<file path="config.mk">
export PLATFORM = sky130hd
export DESIGN_NAME = ram_2port_chk_ctrl
export DESIGN_NICKNAME = d
export VERILOG_FILES = /design/src/rtl/ram_2port_chk_ctrl_pkg.sv /design/src/rtl/ram_2port_sdp.sv /design/src/rtl/ram_2port_chk_ctrl.sv
export SDC_FILE = /design/constraint.sdc
export NUM_CORES = 1
export LEC_CHECK = 0
export CAP_MARGIN = 20
export CORE_MARGIN = 2
export CORE_UTILIZATION = 55
export DETAILED_ROUTE_END_ITERATION = 8
export MAX_ROUTING_LAYER = met4
export PLACE_DENSITY = 0.76
export SLEW_MARGIN = 40
export SYNTH_ARGS = -nofsm -noshare
export SYNTH_HDL_FRONTEND = slang
export SYNTH_SLANG_ARGS = --single-unit
</file>
<file path="constraint.sdc">
create_clock -name sys_clk -period 3.8 [get_ports sys_clk]
set_clock_uncertainty 0.15 [all_clocks]
set_input_delay 0.76 -clock sys_clk [delete_from_list [all_inputs] [get_ports sys_clk]]
set_output_delay 0.76 -clock sys_clk [all_outputs]
set_load 0.01 [all_outputs]
</file>
<file path="src/rtl/ram_2port_chk_ctrl_pkg.sv">
// rtl/ram_2port_chk_ctrl_pkg.sv - shared FSM encoding and read-latency limits
package ram_2port_chk_ctrl_pkg;

  typedef enum logic [2:0] {
    ST_IDLE  = 3'd0,
    ST_WRITE = 3'd1,
    ST_READ  = 3'd2,
    ST_DRAIN = 3'd3,
    ST_DONE  = 3'd4
  } state_e;

  localparam int RD_LAT_MIN = 1;
  localparam int RD_LAT_MAX = 2;

  // Out-of-range latencies fall back to the nearest legal value.
  function automatic int legal_rd_lat(input int lat);
    return (lat >= RD_LAT_MAX) ? RD_LAT_MAX : RD_LAT_MIN;
  endfunction

endpackage

</file>
<file path="src/rtl/ram_2port_sdp.sv">
// rtl/ram_2port_sdp.sv - inferred simple dual-port RAM, port A write, port B read
// Read latency 1 (registered read) or 2 (extra output register).
module ram_2port_sdp #(
  parameter int DATA_W = 8,
  parameter int ADDR_W = 5,
  parameter int RD_LAT = 1
) (
  input  logic              clk_i,
  input  logic              rst_i,
  input  logic              wr_en_i,
  input  logic [ADDR_W-1:0] wr_addr_i,
  input  logic [DATA_W-1:0] wr_data_i,
  input  logic              rd_en_i,
  input  logic [ADDR_W-1:0] rd_addr_i,
  output logic [DATA_W-1:0] rd_data_o
);

  logic [DATA_W-1:0] mem [0:(1<<ADDR_W)-1];
  logic [DATA_W-1:0] rd_q;

  always_ff @(posedge clk_i) begin
    if (wr_en_i) mem[wr_addr_i] <= wr_data_i;
  end

  // Only the read registers reset; array contents survive reset.
  always_ff @(posedge clk_i) begin
    if (rst_i)        rd_q <= '0;
    else if (rd_en_i) rd_q <= mem[rd_addr_i];
  end

  if (RD_LAT >= 2) begin : g_oreg
    logic [DATA_W-1:0] out_q;
    always_ff @(posedge clk_i) begin
      if (rst_i) out_q <= '0;
      else       out_q <= rd_q;
    end
    assign rd_data_o = out_q;
  end else begin : g_noreg
    assign rd_data_o = rd_q;
  end

endmodule

</file>
<file path="src/rtl/ram_2port_chk_ctrl.sv">
// rtl/ram_2port_chk_ctrl.sv - write/read-back self-check controller around a dual-port RAM
// Optional: RAM_CHK_LOOP_EN repeats passes with an incrementing seed until a stop request.
module ram_2port_chk_ctrl
  import ram_2port_chk_ctrl_pkg::*;
#(
  parameter int DATA_W = 8,
  parameter int ADDR_W = 5,
  parameter int DEPTH  = 32,
  parameter int RD_LAT = 1
) (
  input  logic              sys_clk,
  input  logic              sys_rst,
  input  logic              start,
  input  logic [DATA_W-1:0] pat_seed,
  input  logic              inj_en,
  input  logic [ADDR_W-1:0] inj_addr,
  output logic              busy,
  output logic              done,
  output logic              pass,
  output logic [ADDR_W:0]   err_cnt,
  output logic [ADDR_W-1:0] first_err_addr,
  output logic [DATA_W-1:0] rd_data_dbg
`ifdef RAM_CHK_LOOP_EN
  ,
  output logic [15:0]       pass_cnt
`endif
);

  localparam int LAT = legal_rd_lat(RD_LAT);
  localparam logic [ADDR_W-1:0] LAST_ADDR = ADDR_W'(DEPTH - 1);
  localparam logic [ADDR_W:0]   ERR_MAX   = (ADDR_W + 1)'(DEPTH);

  state_e            state_q, state_d;
  logic [ADDR_W-1:0] addr_q, addr_d;
  logic              drain_q, drain_d;
  logic [DATA_W-1:0] seed_q, seed_d;
  logic              inj_en_q, inj_en_d;
  logic [ADDR_W-1:0] inj_addr_q, inj_addr_d;
  logic [ADDR_W:0]   err_cnt_q, err_cnt_d;
  logic [ADDR_W-1:0] first_q, first_d;
  logic              pass_q, pass_d;
  logic              wr_en, rd_en, clr_errs, start_acc;
  logic              inj_hit, mismatch;
  logic [DATA_W-1:0] pat, wr_data, ram_rd_data;

  logic [DATA_W-1:0] exp_q   [LAT];
  logic [ADDR_W-1:0] eaddr_q [LAT];
  logic [LAT-1:0]    vld_q;

`ifdef RAM_CHK_LOOP_EN
  logic        stop_q, stop_d;
  logic [15:0] pass_cnt_q, pass_cnt_d;
`endif

  assign pat     = seed_q + DATA_W'(addr_q);
  assign inj_hit = inj_en_q && (addr_q == inj_addr_q);
  assign wr_data = pat ^ DATA_W'(inj_hit);

  ram_2port_sdp #(
    .DATA_W (DATA_W),
    .ADDR_W (ADDR_W),
    .RD_LAT (LAT)
  ) u_ram (
    .clk_i     (sys_clk),
    .rst_i     (sys_rst),
    .wr_en_i   (wr_en),
    .wr_addr_i (addr_q),
    .wr_data_i (wr_data),
    .rd_en_i   (rd_en),
    .rd_addr_i (addr_q),
    .rd_data_o (ram_rd_data)
  );

  always_comb begin
    state_d    = state_q;
    addr_d     = addr_q;
    drain_d    = drain_q;
    seed_d     = seed_q;
    inj_en_d   = inj_en_q;
    inj_addr_d = inj_addr_q;
    wr_en      = 1'b0;
    rd_en      = 1'b0;
    clr_errs   = 1'b0;
    start_acc  = 1'b0;
`ifdef RAM_CHK_LOOP_EN
    stop_d     = stop_q;
    pass_cnt_d = pass_cnt_q;
`endif
    unique case (state_q)
      ST_IDLE: begin
        if (start) begin
          state_d    = ST_WRITE;
          addr_d     = '0;
          seed_d     = pat_seed;
          inj_en_d   = inj_en;
          inj_addr_d = inj_addr;
          clr_errs   = 1'b1;
          start_acc  = 1'b1;
`ifdef RAM_CHK_LOOP_EN
          stop_d     = 1'b0;
`endif
        end
      end
      ST_WRITE: begin
        wr_en = 1'b1;
        if (addr_q == LAST_ADDR) begin
          state_d = ST_READ;
          addr_d  = '0;
        end else begin
          addr_d = addr_q + 1'b1;
        end
      end
      ST_READ: begin
        rd_en = 1'b1;
        if (addr_q == LAST_ADDR) begin
          state_d = ST_DRAIN;
          addr_d  = '0;
          drain_d = 1'b0;
        end else begin
          addr_d = addr_q + 1'b1;
        end
      end
      ST_DRAIN: begin
        if (drain_q == 1'(LAT - 1)) state_d = ST_DONE;
        else                        drain_d = 1'b1;
      end
      ST_DONE: begin
`ifdef RAM_CHK_LOOP_EN
        pass_cnt_d = pass_cnt_q + 1'b1;
        stop_d     = 1'b0;
        if (stop_q) begin
          state_d = ST_IDLE;
        end else begin
          state_d  = ST_WRITE;
          addr_d   = '0;
          seed_d   = seed_q + 1'b1;
          clr_errs = 1'b1;
        end
`else
        state_d = ST_IDLE;
`endif
      end
      default: state_d = ST_IDLE;
    endcase
`ifdef RAM_CHK_LOOP_EN
    if (start && busy) stop_d = 1'b1;
`endif
  end

  // Compare lines up with the RAM output exactly LAT cycles after issue.
  assign mismatch = vld_q[LAT-1] && (ram_rd_data != exp_q[LAT-1]);

  always_comb begin
    err_cnt_d = err_cnt_q;
    first_d   = first_q;
    pass_d    = pass_q;
    if (clr_errs) begin
      err_cnt_d = '0;
      first_d   = '0;
    end else if (mismatch) begin
      if (err_cnt_q != ERR_MAX) err_cnt_d = err_cnt_q + 1'b1;
      if (err_cnt_q == '0)      first_d   = eaddr_q[LAT-1];
    end
    if (start_acc)
      pass_d = 1'b0;
    else if (state_q == ST_DRAIN && state_d == ST_DONE)
      pass_d = (err_cnt_d == '0);
  end

  always_ff @(posedge sys_clk) begin
    if (sys_rst) begin
      state_q    <= ST_IDLE;
      addr_q     <= '0;
      drain_q    <= 1'b0;
      seed_q     <= '0;
      inj_en_q   <= 1'b0;
      inj_addr_q <= '0;
      err_cnt_q  <= '0;
      first_q    <= '0;
      pass_q     <= 1'b0;
      vld_q[0]   <= 1'b0;
      exp_q[0]   <= '0;
      eaddr_q[0] <= '0;
    end else begin
      state_q    <= state_d;
      addr_q     <= addr_d;
      drain_q    <= drain_d;
      seed_q     <= seed_d;
      inj_en_q   <= inj_en_d;
      inj_addr_q <= inj_addr_d;
      err_cnt_q  <= err_cnt_d;
      first_q    <= first_d;
      pass_q     <= pass_d;
      vld_q[0]   <= rd_en;
      exp_q[0]   <= pat;
      eaddr_q[0] <= addr_q;
    end
  end

  for (genvar g = 1; g < LAT; g++) begin : g_stage
    always_ff @(posedge sys_clk) begin
      if (sys_rst) begin
        vld_q[g]   <= 1'b0;
        exp_q[g]   <= '0;
        eaddr_q[g] <= '0;
      end else begin
        vld_q[g]   <= vld_q[g-1];
        exp_q[g]   <= exp_q[g-1];
        eaddr_q[g] <= eaddr_q[g-1];
      end
    end
  end

`ifdef RAM_CHK_LOOP_EN
  always_ff @(posedge sys_clk) begin
    if (sys_rst) begin
      stop_q     <= 1'b0;
      pass_cnt_q <= '0;
    end else begin
      stop_q     <= stop_d;
      pass_cnt_q <= pass_cnt_d;
    end
  end
  assign pass_cnt = pass_cnt_q;
`endif

  assign busy           = (state_q == ST_WRITE) || (state_q == ST_READ) || (state_q == ST_DRAIN);
  assign done           = (state_q == ST_DONE);
  assign pass           = pass_q;
  assign err_cnt        = err_cnt_q;
  assign first_err_addr = first_q;
  assign rd_data_dbg    = ram_rd_data;

endmodule

</file>
# ---- Word level (Yosys, flattened, before mapping)
# Memory sizes are Yosys's and may differ from the RTL's. A register that Yosys moved wholly into a read port is not among the register bits.
# Index checks and enable logic that the tools add are counted.
dict set report totals {
  inputBits 17
  ramBits 269
  regBits 31
  n_memories 3
  wordCells 72
}
dict set report op_classes {
  n_reduce_logical 18
  bitwise 1
  n_mux 27
  n_addsub 3
  n_eq_ne 11
}
# name depth word_bits rd rd_clocked_by_memory_dff wr line_no
set mem_list {}
lappend mem_list {u_ram.mem 32 8 1 1 1 ram_2port_sdp.sv:18} ;# logic [DATA_W-1:0] mem [0:(1<<ADDR_W)-1];
lappend mem_list {exp_q 1 8 1 0 1 ram_2port_chk_ctrl.sv:46} ;# logic [DATA_W-1:0] exp_q [LAT];
lappend mem_list {eaddr_q 1 5 1 1 1 ram_2port_chk_ctrl.sv:47} ;# logic [ADDR_W-1:0] eaddr_q [LAT];
# operator count
set ops {}
lappend ops {{$mux W6} 3}
lappend ops {{$mux W5} 3}
lappend ops {{$mux W1} 13}
lappend ops {{$logic_not A6 Y1} 2}
lappend ops {{$mux W3} 4}
lappend ops {{$pmux W3 S4} 1}
lappend ops {{$pmux W5 S2} 1}
lappend ops {{$add A8 B5 Y8} 1}
lappend ops {{$mux W8} 1}
lappend ops {{$ne A8 B8 Y1} 1}
lappend ops {{$reduce_and A2 Y1} 4}
lappend ops {{$reduce_or A8 Y1} 1}
lappend ops {{$xor A8 B1 Y8} 1}
lappend ops {{$add A6 B1 Y6 const B} 1}
lappend ops {{$eq A3 B2 Y1 const B} 2}
lappend ops {{$eq A3 B3 Y1 const B} 2}
lappend ops {{$ne A6 B6 Y1 const B} 1}
lappend ops {{$add A5 B1 Y5 const B} 1}
lappend ops {{$eq A5 B5 Y1} 1}
lappend ops {{$eq A5 B5 Y1 const B} 1}
lappend ops {{$reduce_or A5 Y1} 1}
lappend ops {{$ne A2 B2 Y1 const B} 2}
lappend ops {{$reduce_bool A2 Y1} 2}
lappend ops {{$reduce_or A2 Y1} 2}
lappend ops {{other kinds (5)} 8}

# ---- Longest topological paths before layout
dict set report depth {
  word_depth 5
  mapped_depth 10
  ltp_nobuf 9
}

# ---- Modules after synthesis
# From an unflattened synthesis, not the netlist that was laid out.
dict set report hier_totals {
  cells_unflattened 865
  area_unflattened_um2 12653.4
}
# mod n_inst cells_per_inst area_per_inst_um2
set modules_own_cells {}
lappend modules_own_cells {ram_2port_sdp 1 601 10382.5}
lappend modules_own_cells {ram_2port_chk_ctrl 1 264 2270.9}

# ---- Least setup slack after synthesis
# Ideal clock, no wire load.
dict set report synth_timing {
  path_kind {register to register}
  from {register addr_q[1]}
  to {memory u_ram.mem[0][6], data pin}
  stages_incl_launch_ff 10
  arrival_ns 3.045
  path_buffers 2
  setup_slack_ns 0.213
  setup_ns 0.392
  path_cell_list {dfxtp_1 -> buf_2 -> buf_2 -> inv_1 -> fa_1 -> nor2b_1 -> o21ai_0 -> a21boi_0 -> o21ai_0 -> xnor2_1}
}
dict set report synth_between {
  elab_chain_cells 2
}
# element line_no
set synth_lines {}
lappend synth_lines {{from (decl)} ram_2port_chk_ctrl.sv:34} ;# logic [ADDR_W-1:0] addr_q, addr_d;
lappend synth_lines {{from (signal assigned)} ram_2port_chk_ctrl.sv:186} ;# addr_q <= addr_d;
lappend synth_lines {{$add A8 B5 Y8} ram_2port_chk_ctrl.sv:55} ;# assign pat = seed_q + DATA_W'(addr_q);
lappend synth_lines {{named net pat[6]} ram_2port_chk_ctrl.sv:44} ;# logic [DATA_W-1:0] pat, wr_data, ram_rd_data;
lappend synth_lines {{$xor A8 B1 Y8} ram_2port_chk_ctrl.sv:57} ;# assign wr_data = pat ^ DATA_W'(inj_hit);
lappend synth_lines {{to (decl)} ram_2port_sdp.sv:18}
# The timed path passes the listed nets, and every way through them passes these cells.

# ---- Worst setup path in the final report
dict set report layout_timing {
  from {register addr_q[0]}
  to {memory u_ram.mem[7][6], data pin}
}
# Same word-level chain as after synthesis.

==> flow_summary.toml <==
[clocking]
post_cts_buffers = 0
cts_max_level = 1
cts_made_buffers = 30
clock-sinks = 312
clk_pin_slew_worst_paths_ps = 60
clockRootBuffer = "clkbuf_16"
cts_buffer_depth = 3
cts_tree = "yes"
insertion_delay_ps = 550
hold_buffers = 0
cts_resized = 0

[global_routing]
grt_pass1_wl_um = 40700
use_met2_pct = 36.4
gr-max-usage-layer = "met2"
globalRouteOverflowTotal = 0
grt_max_degree = 43
track_usage_pct = 23.2
met1_usage_pct = 31.0
grt_util_met3_pct = 4.04
antenna_found_initial = 0
grt_pass1_vias = 6928

[place]
dp.cells = 1067
dp_slack_ps = 1080
io_buffers = 38
place_hpwl_um = 16600
place_congestion = 0.861

[critical_path]
cp.required_ps = 3970
r2r_setup_slack_ps = 1050
startpoint = "addr_q[0]"
critical_path_arrival_ps = 2920
rr_endpoint = "u_ram.mem[7][6]"
cp-end-kind = "flip-flop"
reg2reg_depth = 9
startpoint_type = "flip-flop"
criticalPathCategory = "flip-flop to flip-flop"
crit_end = "u_ram.mem[7][6]"
reg2reg_from = "addr_q[0]"
cp_max_fo = 33

[job]
maxCapViolCount = 0

[timing]
hold_viol = 0
fin_crit_sh_pct = 72.3
period_minus_slack_ps = 2750
setup-tns-final_ps = 0
setup_violations = 0
grt_setup_unrepaired = "no"
slew_violations = 0
fmax_mhz = 364
max-slew-margin-rel_pct = 46.5
setup_slack_ps = 1050
tightestPinTransition_ps = 799

[yosys]
synth-simple-area-share_pct = 7.70
ys_seq_area_share_pct = 70.3
ys_ff_latch = 312
synthCells = 762
ys_top_cells_by_area = "edfxtp_1 61%, mux4_2 10%, dfxtp_1 8.9%"
synth_compound_area_share_pct = 3.24
yosys_warnings = 0
ys_types = 44
netlist.area_leader.share_pct = 61.3
synth_top_family_by_area = "multiplexers"
synth_top_area_cell = "edfxtp_1"
async_reset_ff_share_pct = 0
synth_fp_nets = 792
synthesis.area_sq_um = 12500
synth.area.mux_share_pct = 13.6
ys.flop_type = "edfxtp_1"
synthAdderAreaFrac_pct = 1.36
syn_avg_cell_area_sq_um = 16.4
synth_edf_count = 256
yosys.area_share.xor_xnor_pct = 1.68

[die]
rows = 55
ioPinCount = 39
initial_core_util_pct = 55.7
die_w_um = 155
coreArea_sq_um = 22500
die_area_sq_um = 24000
die_h_um = 155

[power_and_ir_drop]
leakagePower_nw = 4.77
p_per_area_nw_per_um2 = 503
ir_drop_mv = 0.353
fin_total_pwr_w = 0.00721

[route]
drtPass1Iterations = 7
num_vias = 6907
vias_per_cell = 6.16
routedWlPerCell_um = 23.5
drt_wl_total_um = 26400
drc = 0
ant_nets = 0
drtIter0Drc = 683

[layout]
area_growth_pct = 14.4
stdcell_count = 1121
n_antenna_cell = 0
nets = 844
layout-drive-gt1-share_pct = 17.1

[worst_hold_path]
hold_class = "flip-flop to flip-flop"

[outcome]
status = "finished, final reports clean"
[per-layer routing]
layer	vias to the layer above	part of all wire [%]
met1	3452	40
met5	-	0
met2	362	48
met3	62	8.4
li1	3031	-
met4	0	3.5
[Yosys cell counts, types with 13 or more instances]
library cell,n
a21oi_1,29
clkbuf_1,17
dfxtp_1,56
edfxtp_1,256
inv_1,16
mux2i_1,13
mux4_2,56
nand2_1,48
nor2_1,82
nor2b_1,13
nor3_1,15
xor2_1,15
[cell families after synthesis]
group	after synthesis
AND/OR/NAND/NOR	208
buffers and inverters	54
AO/OA/AOI/OAI	67
adder cells (fa/ha/maj)	13
flip-flops	312
XOR/XNOR	24
multiplexers	84
[how the worst min path moves through the flow]
stage / startpoint / end / depth (start not counted)
after floorplan: eaddr_q[0][0] / first_err_addr[0] / 2
after global placement: eaddr_q[0][1] / first_err_addr[1] / 2
after detailed placement: inj_en_q / inj_en_q / 2
after CTS: inj_en_q / inj_en_q / 2
after global routing: inj_en_q / inj_en_q / 2
final: inj_en_q / inj_en_q / 2
[layout by cell type (no fill, tap or decap), types with 2 or more instances in the layout]
master	n
dfxtp_1	54
bufinv_16	6
o221ai_1	4
nand3_1	12
or2_2	2
a31oi_1	3
mux4_1	10
nor2_2	5
and3_1	3
nor2b_1	13
xnor2_1	4
nand4_1	4
nor3_1	15
clkbuf_1	4
xor2_1	14
a22oi_1	10
clkdlybuf4s50_1	38
ha_1	12
clkbuf_16	31
buf_4	19
mux2i_1	13
or3_1	2
xnor2_2	5
nor2_1	77
nor4_1	5
a21oi_1	29
mux2_2	5
nand3b_1	7
o21ai_0	10
nand2_1	48
clkinv_1	6
inv_1	15
and2_1	3
clkinv_2	3
edfxtp_1	256
nand2b_1	8
mux4_2	56
a211oi_1	4
clkinvlp_2	2
a21o_1	3
[metrics by stage]
stage	area [sq um]	hold slack [ps]	util [%]
global route	14300	336	63.7
finish	14300	318	63.7
CTS	14300	320	63.6
detailed placement	13300	304	59.0
floorplan	12500	287	-
global placement	13300	302	59.0
[registers in the layout, indices dropped and copies added (netlist names)]
signal and cells:
state_q 3, eaddr_q 5, inj_en_q 1, addr_q 5, pass 1, u_ram.rd_data_o 8, u_ram.mem 256, seed_q 8
exp_q 8, first_err_addr 5, inj_addr_q 5, vld_q 1, err_cnt 6
[worst max-delay path, stage by stage (launching register included)]
cell and delay [ps]:
dfxtp_4 400, ha_1 190, inv_1 60, fa_1 420
nor2b_1 120, o21ai_0 110, a21boi_0 360, o21ai_0 200
xnor2_2 160, buf_4 340
[power by group]
part | total (W) | switching, W | internal (W)
registers | 0.00376 | 0.0000174 | 0.00374
clock network | 0.00310 | 0.00121 | 0.00188
logic | 0.000349 | 0.000208 | 0.000141
total | 0.00721 | 0.00144 | 0.00577
[final cells by class]
type / instances / area (sq um)
Multi-Input combinational cell: 396 / 3520
Fill cell: 1510 / 8170
Inverter: 16 / 60.1
Timing Repair Buffer: 58 / 543
Sequential cell: 312 / 8810
Clock inverter: 19 / 244
Clock buffer: 35 / 791
Tap cell: 285 / 357
No activity file was read; power rests on OpenSTA's default activity.
